## config.mk

```make
export PLATFORM = sky130hd
export DESIGN_NAME = host_message_endpoint
export DESIGN_NICKNAME = d
export VERILOG_FILES = /design/src/rtl/host_message_endpoint.sv
export SDC_FILE = /design/constraint.sdc
export NUM_CORES = 1
export LEC_CHECK = 0
export ABC_AREA = 1
export ABC_CLOCK_PERIOD_IN_PS = 4700
export BUFFER_PORTS_ARGS = -buffer_cell sky130_fd_sc_hd__buf_4
export CAP_MARGIN = 15
export CELL_PAD_IN_SITES_DETAIL_PLACEMENT = 1
export CELL_PAD_IN_SITES_GLOBAL_PLACEMENT = 1
export CORE_MARGIN = 5
export CORE_UTILIZATION = 40
export DETAILED_ROUTE_END_ITERATION = 8
export PLACE_DENSITY_LB_ADDON = 0.1
export SLEW_MARGIN = 10
export SYNTH_ARGS = -nofsm -noshare
export SYNTH_HDL_FRONTEND = slang
export SYNTH_SLANG_ARGS = --single-unit
```

## constraint.sdc

```tcl
create_clock -name clk -period 4.7 [get_ports clk]
set_clock_uncertainty 0.1 [all_clocks]
set_input_delay 0.94 -clock clk [delete_from_list [all_inputs] [get_ports clk]]
set_output_delay 0.94 -clock clk [all_outputs]
set_load 0.02 [all_outputs]
```

## src/rtl/host_message_endpoint.sv

```systemverilog
// Decoder-side endpoint of the 8-bit host byte protocol: parses START/MEAS_HDR/data,
// hands one round-set of measurements to the decoder core, times the decode, returns a 3-byte result.
module host_message_endpoint #(
  parameter int          GRID_WIDTH_X = 6,
  parameter int          GRID_WIDTH_Z = 2,
  parameter int          GRID_WIDTH_U = 5,
  parameter logic [7:0]  START_MSG    = 8'h01,
  parameter logic [7:0]  MEAS_HDR     = 8'h02,
  localparam int         BPR          = (GRID_WIDTH_X * GRID_WIDTH_Z + 7) >> 3,
  localparam int         NBYTES       = BPR * GRID_WIDTH_U,
  localparam int         MEAS_W       = 8 * NBYTES
) (
  input  logic              clk,
  input  logic              reset,
  input  logic [7:0]        input_data,
  input  logic              input_valid,
  output logic              input_ready,
  output logic [7:0]        output_data,
  output logic              output_valid,
  input  logic              output_ready,
  output logic [MEAS_W-1:0] measurements,
  output logic              decode_start,
  input  logic              decode_done,
  input  logic [7:0]        iteration_count,
  output logic              busy,
  output logic              protocol_error
);

  localparam int IDX_W = (NBYTES > 1) ? $clog2(NBYTES) : 1;

  typedef enum logic [2:0] {IDLE, WAIT_HDR, LOAD, DECODE, SEND} state_t;

  state_t           state_reg, state_next;
  logic [IDX_W-1:0] load_idx_reg;
  logic [1:0]       send_idx_reg;
  logic             first_reg;
  logic [15:0]      count_reg;
  logic [7:0]       iter_reg;
  logic             protocol_error_reg;

  logic in_fire, out_fire, hdr_fire, load_fire, last_byte, done_fire;

  assign in_fire   = input_valid & input_ready;
  assign out_fire  = output_valid & output_ready;
  assign hdr_fire  = (state_reg == WAIT_HDR) && in_fire && (input_data == MEAS_HDR);
  assign load_fire = (state_reg == LOAD) && in_fire;
  assign last_byte = (load_idx_reg == IDX_W'(NBYTES - 1));
  // decode_done in the decode_start cycle is deliberately ignored
  assign done_fire = (state_reg == DECODE) && !first_reg && decode_done;

  always_ff @(posedge clk or posedge reset) begin
    if (reset) state_reg <= IDLE;
    else       state_reg <= state_next;
  end

  always_comb begin
    state_next = state_reg;
    case (state_reg)
      IDLE:     if (in_fire && input_data == START_MSG) state_next = WAIT_HDR;
      WAIT_HDR: if (hdr_fire) state_next = LOAD;
      LOAD:     if (load_fire && last_byte) state_next = DECODE;
      DECODE:   if (done_fire) state_next = SEND;
      SEND:     if (out_fire && send_idx_reg == 2'd2) state_next = WAIT_HDR;
      default:  state_next = IDLE;
    endcase
  end

  always_comb begin
    input_ready  = (state_reg == IDLE) || (state_reg == WAIT_HDR) || (state_reg == LOAD);
    output_valid = (state_reg == SEND);
    busy         = (state_reg == DECODE) || (state_reg == SEND);
    decode_start = (state_reg == DECODE) && first_reg;
    output_data  = 8'h00;
    if (state_reg == SEND) begin
      case (send_idx_reg)
        2'd0:    output_data = iter_reg;
        2'd1:    output_data = count_reg[15:8];
        default: output_data = count_reg[7:0];
      endcase
    end
  end

  assign protocol_error = protocol_error_reg;

  always_ff @(posedge clk or posedge reset) begin
    if (reset) begin
      load_idx_reg       <= '0;
      send_idx_reg       <= 2'd0;
      first_reg          <= 1'b0;
      count_reg          <= 16'd0;
      iter_reg           <= 8'd0;
      protocol_error_reg <= 1'b0;
    end else begin
      first_reg <= load_fire && last_byte;
      if (hdr_fire)       load_idx_reg <= '0;
      else if (load_fire) load_idx_reg <= load_idx_reg + 1'b1;
      if (state_reg == IDLE && in_fire && input_data != START_MSG)
        protocol_error_reg <= 1'b1;
      if (state_reg == WAIT_HDR && in_fire && input_data != START_MSG && input_data != MEAS_HDR)
        protocol_error_reg <= 1'b1;
      if (state_reg == DECODE) begin
        if (first_reg)
          count_reg <= 16'd0;
        else if (!decode_done && count_reg != 16'hFFFF)
          count_reg <= count_reg + 16'd1;
      end
      if (done_fire) begin
        iter_reg     <= iteration_count;
        send_idx_reg <= 2'd0;
      end else if (out_fire) begin
        send_idx_reg <= (send_idx_reg == 2'd2) ? 2'd0 : send_idx_reg + 2'd1;
      end
    end
  end

  // One register lane per measurement byte, cleared when a new header is accepted
  genvar gi;
  generate
    for (gi = 0; gi < NBYTES; gi++) begin : g_lane
      logic [7:0] lane_reg;
      always_ff @(posedge clk or posedge reset) begin
        if (reset)
          lane_reg <= 8'h00;
        else if (hdr_fire)
          lane_reg <= 8'h00;
        else if (load_fire && load_idx_reg == IDX_W'(gi))
          lane_reg <= input_data;
      end
      assign measurements[8*gi +: 8] = lane_reg;
    end
  endgenerate

endmodule
```

==> impl_results.md <==
- Status: completed
- Post-CTS Setup Bufs: 0
- # DRC: 0
- Pwr dens: 384 nW/um^2
- Initial drt markers: 252
- Seq/Total Area, Yosys: 53.7%
- Core ar.: 13200 sq um
- Die Wd: 126 um
- Final min period: 2.97 ns
- Final HPWL DP: 11000 um
- Synth Cell Area: 5360 sq um
- Share of cells above drive strength 1: 24.8%
- Post-synth EDFFs: 0
- Cell internal pwr: 0.00200 W
- Syn Inst Count: 599
- Hold-fix buffers at CTS: 0
- Top_reg_cell synth: dfrtp_1
- CTS Root Cell: clkbuf_16
- Largest cells by area after synthesis: dfrtp_1, nand3_1, nand2_1
- Starting Density: 40.6%
- Critical path type: flop to primary output
- CP Capture Type: primary output
- CTS tree: built
- Clock transition at path regs: 0.05 ns
- Post-synth ARST share: 100%
- Combinational Power Share: 8.0%
- Syn_nets: 625
- Die area: 15800 sq um
- Initial antenna violation count: 0
- Worst slew margin: 35.0%
- Finish-stage setup viols: 0
- Required time worst endpoint: 3.66 ns
- Crit path launch type: flop
- P_leak: 3.39 nW
- Post-CTS resize count: 0
- Final period util: 63.1%
- Min-Delay Path Class: flop to flop
- Layout overhead on the synthesized area: 28.4%
- Slew at the pin with the worst max-slew slack: 0.975 ns
- Psw: 0.000638 W
- Tot GR Track Use: 21.1%
- Top cells by count, synth: dfrtp_1, nand2_1, nand3_1, o21ai_0, inv_1
- Die height: 126 um
- Via count: 4619
- Vias in the first global route: 4942
- Slowest cell on crit path: dfrtp_1
- Site row count: 42
- Routability Congestion: 0.829
- Post-synth top area share: 53.7%
- Final WL: 16200 um
- Synth area leader: dfrtp_1
- Drt first pass iters: 5
- Worst VDD drop: 0.237 mV
- Max Cap Violations: 0
- Nets: 728
- Synth Register Bits: 115
- WP data arrival: 1.93 ns
- Buffers on Ports: 113
- Avg Cell Area, Syn: 8.94 sq um
- Clock Tree Buf Depth: 2
- Synth cell types: 30
- Final core utilization: 52.1%
- Switching share of power: 24.2%
- CTS sink cnt: 115
- Worst-path maximum fanout: 9
- Max Slew Vio Count: 0
- Setup TNS: 0 ns
- Vias/cell: 5.18
- Crit path largest cell delay: 0.41 ns
- Global-route wire length before repair: 26300 um
- Ports: 114
- Count leader, synth: dfrtp_1
- F_max: 0.337 GHz
- Clk pwr share: 51.9%
- DRT antenna net count: 0
- WL per Instance: 18.2 um
- CTS HTree Levels: 4
- Final Hold Fails: 0
- Largest register FFs: 80
- Ys Warns: 0
- Cts bufs inserted: 17
- Clk_lat worst skew: 0.41 ns
- Pin count of the biggest net entering global routing: 77
- CP cell instances: clkinv_1 > nand2_1 > nor2_1 > o21ai_0 > inv_1 > buf_4
- Reg power frac: 40.1%
- Inserted Diodes: 0
- Grt ovf: 0
- RSZ-0062 raised after global routing: no
## power by group through the flow
stage	clock network [W]	logic, W	registers, W
finish	0.00137	0.000212	0.00106
global route	0.00145	0.000240	0.00106
CTS	0.00139	0.000215	0.00106
detailed placement	0	0.000214	0.00108
global placement	0	0.000205	0.00108
floorplan	0	0.000128	0.00108
## metrics by stage
stage          cell area (sq um)  std cells  hold WS (ns)  total power (W)  setup WS [ns]
2_1_floorplan               5360        599         0.381          0.00121          0.616
3_3_place_gp                6250        859         0.397          0.00128           1.48
3_5_place_dp                6250        859         0.399          0.00129           1.38
4_1_cts                     6880        891         0.412          0.00267           1.69
5_1_grt                     6880        891         0.420          0.00276           1.56
6_report                    6880        891         0.400          0.00264           1.73
## cell type report
class,count,area [sq um]
sequential,115,2880
timing repair buffer,116,871
clock inverter,12,179
fill,1537,6310
multi-input combinational,404,2100
inverter,48,183
tap,176,220
clock buffer,20,447
## critical path, delay by kind of cell (launching register included)
kind,cells,cell delay [ns]
buffers and inverters,3,0.47
and+or+nand+nor,2,0.44
AOI/OAI and AO/OA,1,0.20
DFF,1,0.41
## kinds of logic after synthesis
kind of cell	after synthesis	synth area share (%)
simple gates	260	23.6
compound gates	129	12.5
flops	115	53.7
buf+inv	80	7.26
xor+xnor	7	1.14
fa+ha+maj	5	1.17
mux	3	0.631
## placed cells by master, fill, tap and decap left out, types with 10 or more instances in the layout
cell and instances:
buf_4 116, dfrtp_1 115, nand2_1 96, nand3_1 94, o21ai_0 69, inv_1 41, nor2_1 39, o21ai_1 38
clkbuf_16 17, a21oi_1 10
## routing by layer
metal  track usage [%]  share of wire (%)
met1              25.2                 42
met2              37.9                 54
met3              5.38                3.9
met4              5.23               0.54
met5                 0                  0
## path summary, 6_finish.rpt
kind / slack [ns] / startpoint / end / cells past startpoint
min reg2reg: 0.40 / protocol_error / protocol_error / 1
max reg2reg: 2.35 / state_reg[0] / g_lane[9].lane_reg[3] / 8
min: 0.40 / protocol_error / protocol_error / 1
max in group asynchronous: 2.97 / reset / g_lane[4].lane_reg[1] / 3
max: 1.73 / send_idx_reg[1] / output_data[1] / 6
min in group asynchronous: 0.65 / reset / g_lane[6].lane_reg[5] / 2
(Power assumes the default switching activity.)
